===== src/rtl/updn_cnt_pkg.sv =====
// Shared types and configuration check for the parametrised up/down counter.
// Optional feature macro: UPDN_CNT_STICKY_FLAGS_EN (sticky overflow/underflow flags).
package updn_cnt_pkg;

  typedef enum logic {
    DIR_DOWN = 1'b0,
    DIR_UP   = 1'b1
  } dir_e;

  typedef enum logic {
    MODE_WRAP = 1'b0,
    MODE_SAT  = 1'b1
  } mode_e;

  // A single step must never jump more than one full range, so one wrap fixup suffices.
  function automatic bit cfg_ok(input int min_val, input int max_val,
                                input int rst_val, input int step_w);
    cfg_ok = (min_val < max_val)
          && ((max_val - min_val + 1) >= ((2 ** step_w) - 1))
          && (rst_val >= min_val) && (rst_val <= max_val);
  endfunction

endpackage


===== src/rtl/updn_next_calc.sv =====
// Combinational next-count calculation: range checks, wrap and saturation arithmetic.
// Pure function of the current count and this edge's direction/step/mode.
module updn_next_calc
  import updn_cnt_pkg::*;
#(
  parameter int WIDTH   = 8,
  parameter int STEP_W  = 2,
  parameter int MIN_VAL = 0,
  parameter int MAX_VAL = 2 ** WIDTH - 1
) (
  input  logic [WIDTH-1:0]  i_count,
  input  logic [STEP_W-1:0] i_step,
  input  logic              i_updown,
  input  logic              i_sat_mode,
  output logic [WIDTH-1:0]  o_next,
  output logic              o_ovf_evt,
  output logic              o_unf_evt
);

  localparam int XW = WIDTH + 2;

  localparam logic signed [XW-1:0] L_MIN_X  = XW'(MIN_VAL);
  localparam logic signed [XW-1:0] L_MAX_X  = XW'(MAX_VAL);
  localparam logic [WIDTH-1:0]     L_MIN_U  = WIDTH'(MIN_VAL);
  localparam logic [WIDTH-1:0]     L_MAX_U  = WIDTH'(MAX_VAL);
  // Wrap fixups applied modulo 2**WIDTH; the wrapped result always lies in range.
  localparam logic [WIDTH-1:0]     L_UP_OFS = WIDTH'(MIN_VAL - MAX_VAL - 1);
  localparam logic [WIDTH-1:0]     L_DN_OFS = WIDTH'(MAX_VAL - MIN_VAL + 1);

  logic signed [XW-1:0] w_cnt_x;
  logic signed [XW-1:0] w_step_x;
  logic signed [XW-1:0] w_sum;
  logic signed [XW-1:0] w_diff;
  logic [WIDTH-1:0]     w_wrap_up;
  logic [WIDTH-1:0]     w_wrap_dn;
  dir_e                 w_dir;
  mode_e                w_mode;

  assign w_dir     = dir_e'(i_updown);
  assign w_mode    = mode_e'(i_sat_mode);
  assign w_cnt_x   = {2'b00, i_count};
  assign w_step_x  = {{(XW - STEP_W){1'b0}}, i_step};
  assign w_sum     = w_cnt_x + w_step_x;
  assign w_diff    = w_cnt_x - w_step_x;
  assign w_wrap_up = w_sum[WIDTH-1:0] + L_UP_OFS;
  assign w_wrap_dn = w_diff[WIDTH-1:0] + L_DN_OFS;

  // NOTE: every output gets a default before any branch so no path can infer a latch.
  always_comb begin
    o_next    = i_count;
    o_ovf_evt = 1'b0;
    o_unf_evt = 1'b0;
    if (w_dir == DIR_UP) begin
      if (w_sum > L_MAX_X) begin
        o_ovf_evt = 1'b1;
        o_next    = (w_mode == MODE_SAT) ? L_MAX_U : w_wrap_up;
      end else begin
        o_next = w_sum[WIDTH-1:0];
      end
    end else begin
      if (w_diff < L_MIN_X) begin
        o_unf_evt = 1'b1;
        o_next    = (w_mode == MODE_SAT) ? L_MIN_U : w_wrap_dn;
      end else begin
        o_next = w_diff[WIDTH-1:0];
      end
    end
  end

endmodule


===== src/rtl/updn_counter_param.sv =====
// Parametrised up/down counter: registers, rst > load > count > hold priority, load clamp.
// Sticky overflow/underflow flags are built only when UPDN_CNT_STICKY_FLAGS_EN is defined.
module updn_counter_param
  import updn_cnt_pkg::*;
#(
  parameter int WIDTH   = 8,
  parameter int STEP_W  = 2,
  parameter int MIN_VAL = 0,
  parameter int MAX_VAL = 2 ** WIDTH - 1,
  parameter int RST_VAL = MIN_VAL
) (
  input  logic              clk,
  input  logic              rst,
  input  logic              en,
  input  logic              load,
  input  logic [WIDTH-1:0]  load_val,
  input  logic              updown,
  input  logic [STEP_W-1:0] step,
  input  logic              sat_mode,
  input  logic              clr_flags,
  output logic [WIDTH-1:0]  count,
  output logic              at_max,
  output logic              at_min,
  output logic              ovf,
  output logic              unf,
  output logic              ovf_sticky,
  output logic              unf_sticky
);

  localparam int XW = WIDTH + 2;

  localparam logic signed [XW-1:0] L_MIN_X = XW'(MIN_VAL);
  localparam logic signed [XW-1:0] L_MAX_X = XW'(MAX_VAL);
  localparam logic [WIDTH-1:0]     L_MIN_U = WIDTH'(MIN_VAL);
  localparam logic [WIDTH-1:0]     L_MAX_U = WIDTH'(MAX_VAL);
  localparam logic [WIDTH-1:0]     L_RST_U = WIDTH'(RST_VAL);

  if (WIDTH < 2 || STEP_W < 1 || STEP_W > WIDTH || WIDTH > 30) begin : g_bad_width
    $error("updn_counter_param: unsupported WIDTH/STEP_W combination");
  end
  if (!cfg_ok(MIN_VAL, MAX_VAL, RST_VAL, STEP_W)) begin : g_bad_range
    $error("updn_counter_param: MIN_VAL/MAX_VAL/RST_VAL inconsistent with STEP_W");
  end

  logic [WIDTH-1:0]     r_count;
  logic                 r_ovf;
  logic                 r_unf;
  logic [WIDTH-1:0]     w_next;
  logic                 w_ovf_evt;
  logic                 w_unf_evt;
  logic                 w_do_count;
  logic signed [XW-1:0] w_load_x;
  logic [WIDTH-1:0]     w_load_clamped;

  updn_next_calc #(
    .WIDTH   (WIDTH),
    .STEP_W  (STEP_W),
    .MIN_VAL (MIN_VAL),
    .MAX_VAL (MAX_VAL)
  ) u_next_calc (
    .i_count    (r_count),
    .i_step     (step),
    .i_updown   (updown),
    .i_sat_mode (sat_mode),
    .o_next     (w_next),
    .o_ovf_evt  (w_ovf_evt),
    .o_unf_evt  (w_unf_evt)
  );

  assign w_do_count = en && (step != '0);

  // Compared in a widened signed domain so full-range limits do not fold into constants.
  assign w_load_x = {2'b00, load_val};

  always_comb begin
    w_load_clamped = load_val;
    if (w_load_x > L_MAX_X) begin
      w_load_clamped = L_MAX_U;
    end else if (w_load_x < L_MIN_X) begin
      w_load_clamped = L_MIN_U;
    end
  end

  // NOTE: sequential state uses non-blocking assignments so all registers update together.
  always_ff @(posedge clk) begin
    if (rst) begin
      r_count <= L_RST_U;
      r_ovf   <= 1'b0;
      r_unf   <= 1'b0;
    end else if (load) begin
      r_count <= w_load_clamped;
      r_ovf   <= 1'b0;
      r_unf   <= 1'b0;
    end else if (w_do_count) begin
      r_count <= w_next;
      r_ovf   <= w_ovf_evt;
      r_unf   <= w_unf_evt;
    end else begin
      r_ovf   <= 1'b0;
      r_unf   <= 1'b0;
    end
  end

`ifdef UPDN_CNT_STICKY_FLAGS_EN
  logic r_ovf_sticky;
  logic r_unf_sticky;
  logic w_ovf_set;
  logic w_unf_set;

  // Set on the same edge that raises the pulse, so set beats a simultaneous clear.
  assign w_ovf_set = !load && w_do_count && w_ovf_evt;
  assign w_unf_set = !load && w_do_count && w_unf_evt;

  always_ff @(posedge clk) begin
    if (rst) begin
      r_ovf_sticky <= 1'b0;
      r_unf_sticky <= 1'b0;
    end else begin
      if (w_ovf_set) begin
        r_ovf_sticky <= 1'b1;
      end else if (clr_flags) begin
        r_ovf_sticky <= 1'b0;
      end
      if (w_unf_set) begin
        r_unf_sticky <= 1'b1;
      end else if (clr_flags) begin
        r_unf_sticky <= 1'b0;
      end
    end
  end

  assign ovf_sticky = r_ovf_sticky;
  assign unf_sticky = r_unf_sticky;
`else
  logic w_unused_clr_flags;

  assign w_unused_clr_flags = clr_flags;
  assign ovf_sticky         = 1'b0;
  assign unf_sticky         = 1'b0;
`endif

  assign count  = r_count;
  assign ovf    = r_ovf;
  assign unf    = r_unf;
  assign at_max = (r_count == L_MAX_U);
  assign at_min = (r_count == L_MIN_U);

endmodule


===== config.mk =====
export PLATFORM = sky130hd
export DESIGN_NAME = updn_counter_param
export DESIGN_NICKNAME = d
export VERILOG_FILES = /design/src/rtl/updn_cnt_pkg.sv /design/src/rtl/updn_next_calc.sv /design/src/rtl/updn_counter_param.sv
export SDC_FILE = /design/constraint.sdc
export NUM_CORES = 1
export LEC_CHECK = 0
export BUFFER_PORTS_ARGS = -buffer_cell sky130_fd_sc_hd__buf_2
export CAP_MARGIN = 25
export CORE_MARGIN = 4
export CORE_UTILIZATION = 50
export DETAILED_ROUTE_END_ITERATION = 16
export PLACE_DENSITY = 0.78
export SLEW_MARGIN = 0
export SYNTH_ARGS = -nofsm -noshare
export SYNTH_HDL_FRONTEND = slang
export SYNTH_SLANG_ARGS = --single-unit

===== constraint.sdc =====
create_clock -name clk -period 3.3 [get_ports clk]
set_input_delay 0.33 -clock clk [delete_from_list [all_inputs] [get_ports clk]]
set_output_delay 0.33 -clock clk [all_outputs]
set_load 0.05 [all_outputs]

==> summary.md, run 1 <==
| Metric | Value |
|---|---|
| Post-placement cell count | `179` |
| CP Capture Type | `flop` |
| Clk_skew | `1.10 ps` |
| Initial antenna violation count | `0` |
| Number of port buffers | `27` |
| Peak Freq | `slightly above 0.4 GHz` |
| Top cell type's share of synthesized area | `0.199` |
| Busiest layer in global routing | `met2` |
| Initial Util | `0.554` |
| Routed length per instance | `approximately 15 um` |
| Fin. max-slew vios | `0` |
| Critical path arrival | `roughly 2600 ps` |
| DRT iter0 DRCs | `47` |
| Rel. slew slack | `0.492` |
| Worst Path Buf+Inv | `2` |
| Standard-cell rows | `15` |
| Peak supply drop | `around 200 uV` |
| P&R area growth vs syn | `13.5%` |
| CTS tree | `done` |
| YS warnings | `0` |
| RD Place Congestion | `between 0.8 and 0.9` |
| Via count | `between 1000 and 1500` |
| CTS max path bufs | `2` |
| RSZ-0062 raised after global routing | `no` |
| Design Power | `about 0.41 mW` |
| Layout cells sized above 1 | `0.229` |
| Mean Syn Cell Area | `~7.5 sq um` |
| Clock root cell | `clkbuf_4` |
| Num CTS Buffers | `3` |
| Min Hold Slack | `322 ps` |
| Crit Path Class | `flop to flop` |
| Fraction of registers with async set or reset after synthesis | `0` |
| Fillers | `between 150 and 200` |
| Hold Crit Class | `input port to flop` |
| Met1 usage | `0.284` |
| Htree depth | `1` |
| Slowest cell on the critical path | `a2111oi_0` |
| Leak Pwr | `around 0.48 nW` |
| Most common library cells after synthesis | `nand2_1, nor2_1, a21oi_1, dfxtp_1, o21ai_0` |
| Crit start category | `flop` |
| Gr usage total | `0.215` |
| Synthesis-stage register bit count | `10` |
| Outcome | `complete, no violations` |
| # Post-CTS Setup Buffers | `0` |
| Post-synth cell types | `46` |
| TritonRoute pass-1 iters | `4` |
| Die Span Y | `approximately 53 um` |
| Core area | `between 1500 and 2000 sq um` |
| Synth top area cells | `dfxtp_1, nand2_1, nor2_1` |
| Final worst path period share | `0.734` |
| Req. time, crit path | `between 3000 and 4000 ps` |
| CTS clk-pin slew, worst paths | `~70 ps` |
| # nets final | `182` |
| CP most frequent cell | `inv_1` |
| Largest net degree at the start of global routing | `16` |
| Global route overflow | `0` |
| Tmin final | `around 2400 ps` |
| First-pass GRT wire length | `about 4400 um` |
| Final Setup Violations | `0` |
| Mapped Area | `around 1000 sq um` |
| Register area | `roughly 200 sq um` |
| Met2 Usage GRT | `0.331` |
| Hold Vio Cnt, Final | `0` |
| Max stage delay on crit path | `450 ps` |
| CP Cell Sequence | `inv_1 -> ha_1 -> inv_1 -> fa_1 -> nor2_1 -> nand2_1 -> a2111oi_0 -> o31ai_1 -> a21oi_1` |
| CP Max Fanout | `5` |
| TNS Setup | `0 ps` |
| Sequential area share after synthesis | `0.199` |
| Chip width | `~53 um` |
| M3 GR Usage | `0.0451` |
| Synth area leader | `dfxtp_1` |
| Critical R2R Launch | `count[0]` |
| Antenna Violating Nets Remaining | `0` |
| CP Launch Point | `count[0]` |
| Clock latency on the worst-skew pair | `~270 ps` |
| Most frequent cell after synthesis | `nand2_1` |
| Worst-Margin Slew | `754 ps` |
| # Max-Cap Violations | `0` |
| Pwr dens | `roughly 360 nW/um^2` |
| Multi-input combinational cell area | `roughly 730 sq um` |
| Vias per cell | `around 6` |
| CTS sink count | `10` |
| Mapped Cells | `between 100 and 150` |
| Final Instance Count excl. Fillers | `roughly 180` |
| Number of flops mapped to enable cells by yosys | `0` |
| Post-cts resize count | `0` |
| Placed Area | `between 1000 and 1500 sq um` |
| # DRC | `0` |
| IO Pins | `31` |
| Dpl hpwl | `2020 um` |
| Hold_buf cts | `0` |
| Die ar. | `2800 sq um` |
| Crit path max-delay family | `compound AO/OA/AOI/OAI gates` |
| Final instance area | `1140 sq um` |
| Most used DFF post-synth | `dfxtp_1` |
| HP Start | `load_val[0]` |
| WL final | `roughly 2800 um` |
| ANT cells | `0` |
| Vias in the first global route | `982` |
==> worst min-delay path, delay by kind of cell <==
family          cells  cell delay, ps
compound gates      1              60
buf+inv             1              90
simple gates        1              50
==> worst paths after layout <==
check / end / slack, ps / cells after the start
worst max-delay path: count[4] / 880 / 9
worst min-delay path: count[0] / 320 / 3
worst max register to register: count[4] / 880 / 9
worst min register to register: ovf / 610 / 2
==> report_power, final <==
| group | total [mW] | internal [mW] | switching, mW | leakage, nW |
|---|---|---|---|---|
| logic | 0.170 | 0.0590 | 0.111 | 0.387 |
| clock network | 0.0894 | 0.0422 | 0.0472 | 0.0138 |
| registers | 0.154 | 0.129 | 0.0251 | 0.0825 |
| total | 0.414 | 0.230 | 0.183 | 0.483 |
==> through the flow <==
stage	utilization	setup slack, ps
after detailed placement	0.616	903
final	0.629	879
after global routing	0.629	674
after floorplan	-	320
after global placement	0.616	924
after CTS	0.629	903
==> cells by family (layout without fill, tap and decap cells) <==
family          count (synthesis)  in the layout  share of synthesized area
simple gates                   61             61                      0.328
xor+xnor                        3              3                     0.0261
other cells                     1              2                    0.00372
flops                          10             10                      0.199
compound gates                 37             37                      0.256
mux                             2              2                     0.0211
buf+inv                        15             36                     0.0782
fa+ha+maj                       6              6                     0.0893
==> metal layers <==
layer / part of all wire / vias to the layer above
met5: 0 / -
met4: 0.016 / 0
met3: 0.087 / 8
met2: 0.47 / 60
met1: 0.43 / 515
li1: - / 528
==> sequential cells by signal, indices dropped and copies added, names as in the netlist <==
| name | flops |
|---|---|
| count | 8 |
| ovf | 1 |
| unf | 1 |
==> layout make-up <==
| cell class | instances | area share |
|---|---|---|
| Tap cell | 25 | 0.0273 |
| Multi-Input combinational cell | 111 | 0.640 |
| Inverter | 6 | 0.0197 |
| Timing Repair Buffer | 27 | 0.118 |
| Clock buffer | 3 | 0.0197 |
| Sequential cell | 10 | 0.175 |
==> placed cells by master (no fill, tap or decap), types with 2 or more instances in the layout <==
cell type  instances
nand2_1           15
nand3_1            5
and3_1             2
fa_1               2
dfxtp_1           10
nor3_1             2
nand2b_1           5
inv_1              6
conb_1             2
and4_1             2
and2_1             3
nand4_1            2
nor2_1            14
nor2b_1            3
nor4_1             3
clkbuf_4           3
buf_2             27
xnor2_1            3
a211oi_1           3
a21oi_1           10
ha_1               4
a31oi_1            2
o21ai_0            8
Note: power is estimated with default switching activity, not from simulation.
==> inputs of run 2 (changes only) <==
--- a/config.mk
+++ b/config.mk
@@ -5,12 +5,13 @@
 export SDC_FILE = /design/constraint.sdc
 export NUM_CORES = 1
 export LEC_CHECK = 0
+export ABC_AREA = 1
 export BUFFER_PORTS_ARGS = -buffer_cell sky130_fd_sc_hd__buf_2
 export CAP_MARGIN = 25
 export CORE_MARGIN = 4
-export CORE_UTILIZATION = 50
+export CORE_UTILIZATION = 46
 export DETAILED_ROUTE_END_ITERATION = 16
-export PLACE_DENSITY = 0.78
+export PLACE_DENSITY = 0.75
 export SLEW_MARGIN = 0
 export SYNTH_ARGS = -nofsm -noshare
 export SYNTH_HDL_FRONTEND = slang
==> constraint.sdc (replaced) <==
create_clock -name clk -period 2 [get_ports clk]
set_input_delay 0.2 -clock clk [delete_from_list [all_inputs] [get_ports clk]]
set_output_delay 0.2 -clock clk [all_outputs]
set_load 0.05 [all_outputs]
==> summary.md, run 2 <==
| Metric | Value |
|---|---|
| Outcome | `complete, no violations (unchanged)` |
| Synth Area in XOR/XNOR | `0.0323 (was 0.0261)` |
| Largest net degree at the start of global routing | `11 (was 16)` |
| Fraction of the mapped netlist area in simple logic gates | `0.382 (was 0.328)` |
| DRT iter0 DRCs | `12 (was 47)` |
| Dpl hpwl | `2150 um (was 2020 um)` |
| Vias in the first global route | `1050 (was 982)` |
| Met2 wire len | `1260 um (was 1310 um)` |
| Synth top area cells | `dfxtp_1, nand2_1, inv_1 (was dfxtp_1, nand2_1, nor2_1)` |
| ANT cells | `0 (unchanged)` |
| Peak supply drop | `368 uV (was 196 uV)` |
| YS warnings | `0 (unchanged)` |
| Min Hold Slack | `120 ps (was 322 ps)` |
| Number of port buffers | `27 (unchanged)` |
| Post-synth cell types | `36 (was 46)` |
| Most frequent cells in the layout | `nand2_1, buf_2, inv_1, nor2_1, nand3_1 (was buf_2, nand2_1, nor2_1, a21oi_1, dfxtp_1)` |
| Core area | `2230 sq um (was 1820 sq um)` |
| Die Span Y | `56.6 um (was 52.9 um)` |
| Synth area leader | `dfxtp_1 (unchanged)` |
| Req. time, crit path | `2180 ps (was 3500 ps)` |
| WL final | `2800 um (about the same)` |
| First-pass GRT wire length | `4660 um (was 4430 um)` |
| Most frequent cell after synthesis | `nand2_1 (unchanged)` |
| Die ar. | `3200 sq um (was 2800 sq um)` |
| CP Max Fanout | `7 (was 5)` |
| Standard-cell rows | `17 (was 15)` |
| TNS Setup | `0 ps (unchanged)` |
| Hold Vio Cnt, Final | `0 (unchanged)` |
| Hold Crit Class | `input port to flop (unchanged)` |
| DR WL met3 | `155 um (was 244 um)` |
| IO Pins | `31 (unchanged)` |
| Most common library cells after synthesis | `nand2_1, inv_1, nor2_1 (was nand2_1, nor2_1, a21oi_1, dfxtp_1, o21ai_0)` |
| Mux contribution to synthesized area | `0 (was 0.0211)` |
| RD Place Congestion | `0.855 (was 0.876)` |
| Critical path arrival | `2070 ps (was 2620 ps)` |
| Worst R2R Setup Slack | `110 ps (was 880 ps)` |
| Fraction of registers with async set or reset after synthesis | `0 (unchanged)` |
| Via count | `1114 (was 1111)` |
| Tmin final | `1890 ps (was 2420 ps)` |
| CTS tree | `done (unchanged)` |
| Number of flops mapped to enable cells by yosys | `0 (unchanged)` |
| Top cell type's share of synthesized area | `0.185 (was 0.199)` |
| Compound-Gate Fraction of Synth Area | `0.198 (was 0.256)` |
| Chip width | `56.6 um (was 52.9 um)` |
| CTS max path bufs | `2 (unchanged)` |
| Post-placement cell count | `209 (was 179)` |
| Commonest non-fill, non-tap cell in the layout | `nand2_1 (was buf_2)` |
| Worst-Margin Slew | `588 ps (was 754 ps)` |
| Mapped Area | `1080 sq um (was 1010 sq um)` |
| Clock latency on the worst-skew pair | `280 ps (was 270 ps)` |
| Critical R2R Launch | `count[0] (unchanged)` |
| Final Instance Count excl. Fillers | `212 (was 182)` |
| Mean Syn Cell Area | `6.87 sq um (was 7.47 sq um)` |
| Max Used Layer | `met4 (unchanged)` |
| Worst Reg-to-Reg Cells | `10 (was 9)` |
| TritonRoute pass-1 iters | `4 (unchanged)` |
| WHS Path Cells | `2 (was 3)` |
| Fillers | `226 (was 171)` |
| Routed length per instance | `13.2 um (was 15.4 um)` |
| Initial Util | `0.486 (was 0.554)` |
| Pwr dens | `582 nW/um^2 (was 361 nW/um^2)` |
| Final instance area | `1270 sq um (was 1140 sq um)` |
| # DRC | `0 (unchanged)` |
| Leak Pwr | `0.656 nW (was 0.483 nW)` |
| HP Start | `rst (was load_val[0])` |
| Rel. slew slack | `0.606 (was 0.492)` |
| CP Launch Point | `count[0] (unchanged)` |
| Clk_skew | `4.03 ps (was 1.10 ps)` |
| Post-cts resize count | `0 (unchanged)` |
| Initial antenna violation count | `0 (unchanged)` |
| CP Capture Type | `flop (unchanged)` |
| Largest register FFs | `8 (unchanged)` |
| Crit Path Class | `flop to flop (unchanged)` |
| Design Power | `0.737 mW (was 0.414 mW)` |
| # nets final | `209 (was 182)` |
| Post-layout util | `0.567 (was 0.629)` |
| Met1 WL | `1300 um (was 1200 um)` |
| P&R area growth vs syn | `16.7% (was 13.5%)` |
| Pre-CTS setup slack | `56.9 ps (was 903 ps)` |
| Clock root cell | `clkbuf_4 (unchanged)` |
| CTS sink count | `10 (unchanged)` |
| Num CTS Buffers | `3 (unchanged)` |
| # Max-Cap Violations | `0 (unchanged)` |
| CTS clk-pin slew, worst paths | `70 ps (about the same)` |
| Layout cells sized above 1 | `0.370 (was 0.229)` |
| Setup ws final | `108 ps (was 879 ps)` |
| Largest family of logic cells by synthesized area | `simple AND/OR/NAND/NOR gates (unchanged)` |
| Htree depth | `1 (unchanged)` |
| Most used DFF post-synth | `dfxtp_1 (unchanged)` |
| Placed Area | `1240 sq um (was 1120 sq um)` |
| Synthesized-area fraction occupied by adder cells | `0.0830 (was 0.0893)` |
| Peak Freq | `0.529 GHz (was 0.413 GHz)` |
| Hold_buf cts | `0 (unchanged)` |
| Fin. max-slew vios | `0 (unchanged)` |
| # Post-CTS Setup Buffers | `0 (unchanged)` |
| WHS Endpoint | `count[7] (was count[0])` |
| Final Setup Violations | `0 (unchanged)` |
| Final worst path period share | `0.946 (was 0.734)` |
| RR Endpoint | `count[1] (was count[4])` |
| Vias per cell | `5.25 (was 6.10)` |
| Antenna Violating Nets Remaining | `0 (unchanged)` |
| Global route overflow | `0 (unchanged)` |
| Crit start category | `flop (unchanged)` |
| Gr usage total | `0.187 (was 0.215)` |
| Synthesis-stage register bit count | `10 (unchanged)` |
| Sequential area share after synthesis | `0.185 (was 0.199)` |
| Mapped Cells | `158 (was 135)` |
## run 2: cell types whose count changed after synthesis, sizes merged, moves of 4 or more
cell / previous run / this run
a211oi: 4 / 0
inv: 6 / 24
nand2: 15 / 35
nand2b: 5 / 0
nand3: 5 / 17
o211ai: 0 / 4
o21ai: 9 / 13
## run 2: cells by family (layout without fill, tap and decap cells)
logic type	count (synthesis)	after routing
flip-flops	10	10
buffers and inverters	30	55
other	1	2
AO/OA/AOI/OAI	32	32
XOR/XNOR	4	4
adder cells (fa/ha/maj)	6	6
AND/OR/NAND/NOR	75	75
## run 2: worst max path at each step
stage                           to  slack, ps  cells past startpoint
after global placement    count[2]        140                     12
after CTS                 count[2]         50                     12
after floorplan             at_min        -20                      4
after detailed placement  count[2]         60                     12
final                     count[1]        110                     10
after global routing      count[1]         -5                     10
## run 2: metal layers
layer  track usage  vias up
met4        0.0949        0
li1              -      558
met1         0.242      516
met5             0        -
met3        0.0391        9
met2         0.290       31
## run 2: layout make-up
class	instances	area [sq um]	area share
Multi-Input combinational cell	119	778	0.615
Clock buffer	3	22.5	0.0178
Timing Repair Buffer	27	135	0.107
Sequential cell	10	201	0.159
Inverter	25	93.8	0.0741
Tap cell	28	35.0	0.0277
## run 2: power breakdown
| part | leakage, nW | internal, mW | switching, mW | total (mW) |
|---|---|---|---|---|
| Clock | 0.0138 | 0.0698 | 0.0787 | 0.149 |
| Sequential | 0.0828 | 0.215 | 0.0354 | 0.250 |
| Combinational | 0.559 | 0.109 | 0.229 | 0.338 |
| Total | 0.656 | 0.394 | 0.343 | 0.737 |
## run 2: worst max-delay path, stage by stage, from the launching register on
cell      delay (ps)
dfxtp_2          350
ha_1             210
fa_1             410
nand2_2          160
nor2_8            60
nand3_4          130
clkinv_1         120
o21ai_2          150
nand3_2          100
o211ai_2          80
inv_2             30
